===== config.mk =====
export PLATFORM = sky130hd
export DESIGN_NAME = wb_arbiter_flat
export DESIGN_NICKNAME = d
export VERILOG_FILES = /design/src/rtl/wb_arbiter_if.sv /design/src/rtl/wb_arbiter.sv /design/src/flat_wrapper.sv
export SDC_FILE = /design/constraint.sdc
export NUM_CORES = 1
export LEC_CHECK = 0
export CELL_PAD_IN_SITES_DETAIL_PLACEMENT = 2
export CELL_PAD_IN_SITES_GLOBAL_PLACEMENT = 2
export CORE_MARGIN = 2
export CORE_UTILIZATION = 33
export CTS_CLUSTER_DIAMETER = 40
export DETAILED_ROUTE_END_ITERATION = 10
export PLACE_DENSITY = 0.75
export SYNTH_ARGS = -nofsm -noshare
export SYNTH_HDL_FRONTEND = slang
export SYNTH_SLANG_ARGS = --single-unit

===== constraint.sdc =====
create_clock -name clk -period 3.2 [get_ports clk]
set_clock_uncertainty 0.05 [all_clocks]
set_input_delay 0.64 -clock clk [delete_from_list [all_inputs] [get_ports clk]]
set_output_delay 0.64 -clock clk [all_outputs]
set_load 0.03 [all_outputs]

===== src/rtl/wb_arbiter_if.sv =====
// Writeback bus between two result sources, the issue stage and the register file.
// Pure wiring, no latency.
// Ready/valid per source; the write strobe and pend mask have no backpressure.
interface wb_arbiter_if #(
  parameter int DATA_W = 32,
  parameter int ADDR_W = 5
);
  localparam int SIZE = 2**ADDR_W;

  // source 0: single-cycle ALU results
  logic              src0_valid;
  logic              src0_ready;
  logic [ADDR_W-1:0] src0_addr;
  logic [DATA_W-1:0] src0_data;

  // source 1: multi-cycle unit results
  logic              src1_valid;
  logic              src1_ready;
  logic [ADDR_W-1:0] src1_addr;
  logic [DATA_W-1:0] src1_data;

  // issue stage: destination register being claimed
  logic              iss_valid;
  logic [ADDR_W-1:0] iss_addr;

  // register-file write port and pending-writeback mask
  logic              wr;
  logic [ADDR_W-1:0] addr_wr;
  logic [DATA_W-1:0] data_wr;
  logic [SIZE-1:0]   pend;

  // producer side: sources, issue stage, register file
  modport master (
    output src0_valid, src0_addr, src0_data,
    output src1_valid, src1_addr, src1_data,
    output iss_valid, iss_addr,
    input  src0_ready, src1_ready,
    input  wr, addr_wr, data_wr, pend
  );

  // arbiter side
  modport slave (
    input  src0_valid, src0_addr, src0_data,
    input  src1_valid, src1_addr, src1_data,
    input  iss_valid, iss_addr,
    output src0_ready, src1_ready,
    output wr, addr_wr, data_wr, pend
  );
endinterface


===== src/rtl/wb_arbiter.sv =====
// Two-source writeback arbiter: 2-entry FIFO per source, round-robin, register-file write port, pending mask.
// Latency: push into empty FIFO on edge E appears on wr/addr_wr/data_wr after edge E+1.
// Backpressure: srcN_ready drops when its FIFO holds 2 entries or en is low; en low freezes everything.
module wb_arbiter #(
  parameter int DATA_W = 32,
  parameter int ADDR_W = 5
) (
  input  logic            clk,
  input  logic            rst_n,
  input  logic            en,
  wb_arbiter_if.slave     bus
);
  localparam int SIZE = 2**ADDR_W;

  // Per-source views of the bus, indexed by source number.
  logic [1:0]        in_vld;
  logic [ADDR_W-1:0] in_addr [2];
  logic [DATA_W-1:0] in_data [2];

  assign in_vld     = {bus.src1_valid, bus.src0_valid};
  assign in_addr[0] = bus.src0_addr;
  assign in_addr[1] = bus.src1_addr;
  assign in_data[0] = bus.src0_data;
  assign in_data[1] = bus.src1_data;

  // FIFO storage and bookkeeping. Storage is not reset; the counts decide validity.
  logic [ADDR_W-1:0] q_addr [2][2];
  logic [DATA_W-1:0] q_data [2][2];
  logic [1:0]        wptr;
  logic [1:0]        rptr;
  logic [1:0]        cnt [2];

  // rr = source favoured on the next two-way contention (0 after reset).
  logic rr;

  logic [1:0]        rdy;
  logic [1:0]        push;
  logic [1:0]        pop;
  logic [1:0]        nonempty;
  logic [ADDR_W-1:0] head_addr [2];
  logic [DATA_W-1:0] head_data [2];

  logic              gnt_any;
  logic              gnt_src;
  logic              contend;
  logic [ADDR_W-1:0] sel_addr;
  logic [DATA_W-1:0] sel_data;

  logic              wr_q;
  logic [ADDR_W-1:0] addr_wr_q;
  logic [DATA_W-1:0] data_wr_q;
  logic [SIZE-1:0]   pend_q;
  logic [SIZE-1:0]   pend_nxt;

  // Ready uses only the registered count, so a full FIFO never accepts even when popping that edge.
  always_comb begin
    rdy       = '0;
    push      = '0;
    nonempty  = '0;
    for (int s = 0; s < 2; s++) begin
      rdy[s]       = rst_n & en & (cnt[s] != 2'd2);
      push[s]      = in_vld[s] & rdy[s];
      nonempty[s]  = (cnt[s] != 2'd0);
      head_addr[s] = q_addr[s][rptr[s]];
      head_data[s] = q_data[s][rptr[s]];
    end
  end

  assign bus.src0_ready = rdy[0];
  assign bus.src1_ready = rdy[1];

  // Pick at most one head per enabled cycle; round-robin only matters when both are waiting.
  always_comb begin
    gnt_any = 1'b0;
    gnt_src = 1'b0;
    contend = 1'b0;
    pop     = '0;
    if (en) begin
      if (nonempty[0] && nonempty[1]) begin
        contend = 1'b1;
        gnt_any = 1'b1;
        gnt_src = rr;
      end else if (nonempty[0]) begin
        gnt_any = 1'b1;
        gnt_src = 1'b0;
      end else if (nonempty[1]) begin
        gnt_any = 1'b1;
        gnt_src = 1'b1;
      end
    end
    if (gnt_any) begin
      pop[gnt_src] = 1'b1;
    end
    sel_addr = head_addr[gnt_src];
    sel_data = head_data[gnt_src];
  end

  // FIFO entry storage: write the slot under the write pointer on push.
  always_ff @(posedge clk) begin
    for (int s = 0; s < 2; s++) begin
      if (push[s]) begin
        q_addr[s][wptr[s]] <= in_addr[s];
        q_data[s][wptr[s]] <= in_data[s];
      end
    end
  end

  // FIFO pointers and occupancy; reset discards anything queued.
  always_ff @(posedge clk) begin
    if (!rst_n) begin
      wptr   <= '0;
      rptr   <= '0;
      cnt[0] <= 2'd0;
      cnt[1] <= 2'd0;
    end else begin
      for (int s = 0; s < 2; s++) begin
        if (push[s]) begin
          wptr[s] <= ~wptr[s];
        end
        if (pop[s]) begin
          rptr[s] <= ~rptr[s];
        end
        case ({push[s], pop[s]})
          2'b10:   cnt[s] <= cnt[s] + 2'd1;
          2'b01:   cnt[s] <= cnt[s] - 2'd1;
          default: cnt[s] <= cnt[s];
        endcase
      end
    end
  end

  // Round-robin pointer: after a contested grant, favour the other source.
  always_ff @(posedge clk) begin
    if (!rst_n) begin
      rr <= 1'b0;
    end else if (contend) begin
      rr <= ~gnt_src;
    end
  end

  // Register-file write port; register 0 is popped silently and the port holds its last value.
  always_ff @(posedge clk) begin
    if (!rst_n) begin
      wr_q      <= 1'b0;
      addr_wr_q <= '0;
      data_wr_q <= '0;
    end else begin
      wr_q <= 1'b0;
      if (gnt_any && (sel_addr != '0)) begin
        wr_q      <= 1'b1;
        addr_wr_q <= sel_addr;
        data_wr_q <= sel_data;
      end
    end
  end

  assign bus.wr      = wr_q;
  assign bus.addr_wr = addr_wr_q;
  assign bus.data_wr = data_wr_q;

  // Pending mask: clear on writeback pop, then set on issue so a same-bit set wins; bit 0 never set.
  always_comb begin
    pend_nxt = pend_q;
    if (gnt_any && (sel_addr != '0)) begin
      pend_nxt[sel_addr] = 1'b0;
    end
    if (en && bus.iss_valid && (bus.iss_addr != '0)) begin
      pend_nxt[bus.iss_addr] = 1'b1;
    end
    pend_nxt[0] = 1'b0;
  end

  // Pending mask register.
  always_ff @(posedge clk) begin
    if (!rst_n) begin
      pend_q <= '0;
    end else begin
      pend_q <= pend_nxt;
    end
  end

  assign bus.pend = pend_q;

endmodule

===== src/flat_wrapper.sv =====
// flat-port wrapper written by rule: the top's interface ports become plain ports
module wb_arbiter_flat 
#(
  parameter int DATA_W = 32,
  parameter int ADDR_W = 5
)
  (clk, rst_n, en, bus_src0_valid, bus_src0_addr, bus_src0_data, bus_src1_valid, bus_src1_addr, bus_src1_data, bus_iss_valid, bus_iss_addr, bus_src0_ready, bus_src1_ready, bus_wr, bus_addr_wr, bus_data_wr, bus_pend);
  wb_arbiter_if #(.DATA_W(DATA_W), .ADDR_W(ADDR_W)) bus_i ();
  input  logic clk;
  input  logic rst_n;
  input  logic en;
  input wire logic [$bits(bus_i.src0_valid)-1:0] bus_src0_valid;
  input wire logic [$bits(bus_i.src0_addr)-1:0] bus_src0_addr;
  input wire logic [$bits(bus_i.src0_data)-1:0] bus_src0_data;
  input wire logic [$bits(bus_i.src1_valid)-1:0] bus_src1_valid;
  input wire logic [$bits(bus_i.src1_addr)-1:0] bus_src1_addr;
  input wire logic [$bits(bus_i.src1_data)-1:0] bus_src1_data;
  input wire logic [$bits(bus_i.iss_valid)-1:0] bus_iss_valid;
  input wire logic [$bits(bus_i.iss_addr)-1:0] bus_iss_addr;
  output wire logic [$bits(bus_i.src0_ready)-1:0] bus_src0_ready;
  output wire logic [$bits(bus_i.src1_ready)-1:0] bus_src1_ready;
  output wire logic [$bits(bus_i.wr)-1:0] bus_wr;
  output wire logic [$bits(bus_i.addr_wr)-1:0] bus_addr_wr;
  output wire logic [$bits(bus_i.data_wr)-1:0] bus_data_wr;
  output wire logic [$bits(bus_i.pend)-1:0] bus_pend;
  assign bus_i.src0_valid = bus_src0_valid;
  assign bus_i.src0_addr = bus_src0_addr;
  assign bus_i.src0_data = bus_src0_data;
  assign bus_i.src1_valid = bus_src1_valid;
  assign bus_i.src1_addr = bus_src1_addr;
  assign bus_i.src1_data = bus_src1_data;
  assign bus_i.iss_valid = bus_iss_valid;
  assign bus_i.iss_addr = bus_iss_addr;
  assign bus_src0_ready = bus_i.src0_ready;
  assign bus_src1_ready = bus_i.src1_ready;
  assign bus_wr = bus_i.wr;
  assign bus_addr_wr = bus_i.addr_wr;
  assign bus_data_wr = bus_i.data_wr;
  assign bus_pend = bus_i.pend;
  wb_arbiter #(.DATA_W(DATA_W), .ADDR_W(ADDR_W)) u_core (.clk(clk), .rst_n(rst_n), .en(en), .bus(bus_i));
endmodule

==> key figures <==
Outcome
  • Outcome: completed

Yosys
  • Most frequent cells after synthesis: edfxtp_1 (152), mux2i_1 (108), dfxtp_1 (74), nand2_1 (55), nand4_1 (39)
  • Syn nets: between 800 and 900
  • Post-Synthesis Cells: roughly 730
  • Cell variety after synth: a little over 60
  • Synth top area cells: edfxtp_1 (48%), dfxtp_1 (16%), mux2i_1 (11%), o21ai_2 (2.7%), nand4_1 (2.6%)
  • Proportion of netlist area held by the largest area contributor: 47.9%
  • Synth area leader: edfxtp_1
  • Number of synthesized register bits: about 230
  • Prevailing post-synth register cell: edfxtp_1
  • Mapped Area: about 9500 um2
  • Count leader, synth: edfxtp_1
  • Sequential area share after synthesis: roughly 63%
  • Syn_area_per_cell: 13.1 um2
  • Post-synth EDFFs: about 150
  • Synth Warn #: 0
  • Async SR Flop Fraction: 0%

Cells and area
  • Number of diodes: 0
  • Area Growth Syn to Fin: 34.3%
  • Filler cell count in the final layout: approximately 2900
  • Core Util, Final: 44.9%
  • Fin nets: slightly below 1000
  • Storage cell area: ~6000 um2
  • Area of the multi-input gates: between 3000 and 4000 um2
  • Layout cells sized above 1: between 10% and 20%

CTS
  • Clock slew at reported path FFs: about 0.060 ns
  • CTS tree: done
  • Number of CTS-inserted buffers: 36
  • Longest Clk Path Bufs: 3
  • Hold buffer count at cts: 0
  • Clk_lat worst skew: between 0.5 and 0.6 ns
  • PostCTS Resize Cnt: 0
  • Post-CTS Setup Bufs: 0
  • H-tree levels: 2
  • Clock Tree Root: clkbuf_16
  • Clock Sinks: about 230

STA
  • Setup tns final: 0 ns
  • Worst Tran Pin Value: roughly 0.77 ns
  • Max-slew headroom: 48.4%
  • Final Hold Viols: 0
  • Final setup fails: 0
  • Crit path time final: between 2 and 3 ns
  • FMAX: between 300 and 400 MHz
  • RSZ-0062 raised after global routing: no
  • Fin crit share: 80.7%
  • Final Max Slew Viols: 0

Detailed routing
  • Vias: 6709
  • Detail Route Antenna Nets: 0
  • Post-DR wirelength/cell: about 22 um
  • DRC Markers: 0
  • Router iterations before antenna repair: 4
  • Drt via density: a little over 5
  • Iter 0 DRT Violations: between 300 and 400
  • Final wirelength: a little under 30000 um

Pwr
  • Worst vdd ir: 0.000423 V
  • P_leak: approximately 4.5 nW
  • PwrDens: about 680 nW/um2
  • Design Power: 8.74 mW

Setup path
  • Worst Path Buf+Inv: 0
  • Reg2Reg Setup Slack: around 0.6 ns
  • CP Cell Sequence: nor3b_1 > o22ai_1 > o22a_2 > and2_4 > o21ai_0
  • CP Max Fanout: 36
  • CP max-delay cell: dfxtp_2
  • CP startpoint kind: register
  • Worst Path Required: roughly 3.6 ns
  • Worst r2r src: u_core.rptr[1]$_SDFFE_PN0P_
  • Critical R2R Capture: u_core.bus.addr_wr[0]$_SDFFE_PN0N_
  • CP delay by family, top: simple AND/OR/NAND/NOR gates
  • Reg2Reg Depth: 5
  • Slowest stage delay, CP: 0.78 ns
  • WP data arrival: slightly below 3 ns
  • Crit Path Category: register to register
  • Critical Path Sink Type: register

Flow run
  • Max-cap violations: 0

Global route
  • Grt total ovfl: 0
  • First-pass GRT wire length: approximately 45000 um
  • Total track usage: 19.4%
  • Pin count of the biggest net entering global routing: 53
  • Antenna violations before repair: 2
  • Number of global-route vias before repair: about 7600

Die
  • Die H: between 150 and 200 um
  • Io pins: roughly 160
  • Row Count: 62
  • Initial Utilization: about a third
  • Total core area: 28500 um2
  • Die Width: around 170 um
  • Die Area: approximately 30000 um2

Worst hold path
  • Hold WC Path Type: register to register
  • Worst hold path depth: 2
  • Hold Crit Start: u_core.bus.data_wr[1]$_SDFFE_PN0N_
  • Hold Path End: u_core.bus.data_wr[1]$_SDFFE_PN0N_

Place
  • Post-DP HPWL: ~19000 um
  • Placer Congestion: between 0.7 and 0.8
  • PortBufs: about 160
==> layout make-up <==
class | instances | area share [%]
Sequential cell | 226 | 47.2
Multi-Input combinational cell | 440 | 25.0
Timing Repair Buffer | 175 | 13.8
Clock buffer | 43 | 7.73
Tap cell | 384 | 3.75
Clock inverter | 23 | 2.11
Inverter | 12 | 0.352
==> through the flow <==
stage | setup slack (ns) | instance area, um2 | instances | hold slack, ns
detailed placement | 0.0807 | 11500 | 1237 | 0.409
global placement | 0.119 | 11500 | 1237 | 0.398
finish | 0.617 | 12800 | 1303 | 0.412
global route | 0.408 | 12800 | 1303 | 0.436
floorplan | -0.0758 | 9540 | 729 | 0.416
CTS | 0.564 | 12800 | 1303 | 0.418
==> worst max-delay path by stage <==
stage / cells after the start / endpoint / from
2_1_floorplan: 5 / u_core.q_addr[0][0]$_DFFE_PP_ / rst_n
3_3_place_gp: 7 / u_core.cnt[1][1]$_DFFE_PP_ / en
3_5_place_dp: 7 / u_core.cnt[1][1]$_DFFE_PP_ / en
4_1_cts: 5 / u_core.bus.addr_wr[0]$_SDFFE_PN0N_ / u_core.rptr[0]$_SDFFE_PN0P_
5_1_grt: 5 / u_core.bus.pend[25]$_SDFF_PN0_ / u_core.rptr[0]$_SDFFE_PN0P_
6_report: 5 / u_core.bus.addr_wr[0]$_SDFFE_PN0N_ / u_core.rptr[1]$_SDFFE_PN0P_
==> placed cells by master (no fill, tap or decap), drive strengths merged, types with 12 or more instances in the layout <==
master and n:
a21oi 19, o211ai 12, mux2i 108, buf 23, o21ai 63, nor2 28, dfxtp 74, nand3 12
nand4 39, nand2 56, clkbuf 43, inv 22, clkdlybuf4s50 152, edfxtp 152
==> logic make-up (layout without fill, tap and decap cells) <==
kind of cell	count (synthesis)	after routing	synth area share (%)
buffers and inverters	63	253	3.36
AND/OR/NAND/NOR	177	177	9.44
other	1	1	0.0393
adder cells (fa/ha/maj)	6	6	0.788
multiplexers	113	113	12.0
XOR/XNOR	6	6	0.551
AO/OA/AOI/OAI	137	137	10.4
flip-flops	226	226	63.4
==> flip-flops by register name, indices dropped and copies added, names as in the netlist <==
name and flops:
u_core.bus.pend 31, u_core.wptr 2, u_core.cnt 4, u_core.bus.data_wr 32, u_core.rptr 2, u_core.bus.wr 1, u_core.rr 1, u_core.q_data 128
u_core.q_addr 20, u_core.bus.addr_wr 5
==> report_power, final <==
group	internal [mW]	leakage (nW)	switching [mW]	total (mW)
combinational	0.550	1.88	0.759	1.31
clock	2.58	0.614	1.46	4.04
sequential	3.26	1.99	0.133	3.39
total	6.38	4.48	2.35	8.74
==> tightest hold or removal path, stage by stage (launching register included) <==
cell     delay, ns
dfxtp_1       0.31
nand2_1       0.05
o21ai_0       0.06
==> routing by layer <==
layer	track usage [%]	vias to the layer above	routed length [um]
met2	35.9	171	15200
met4	6.23	4	717
met3	3.52	55	1200
met1	22.7	3380	12100
li1	-	3099	-
met5	0	-	30
Note: power is estimated with default switching activity, not from simulation.
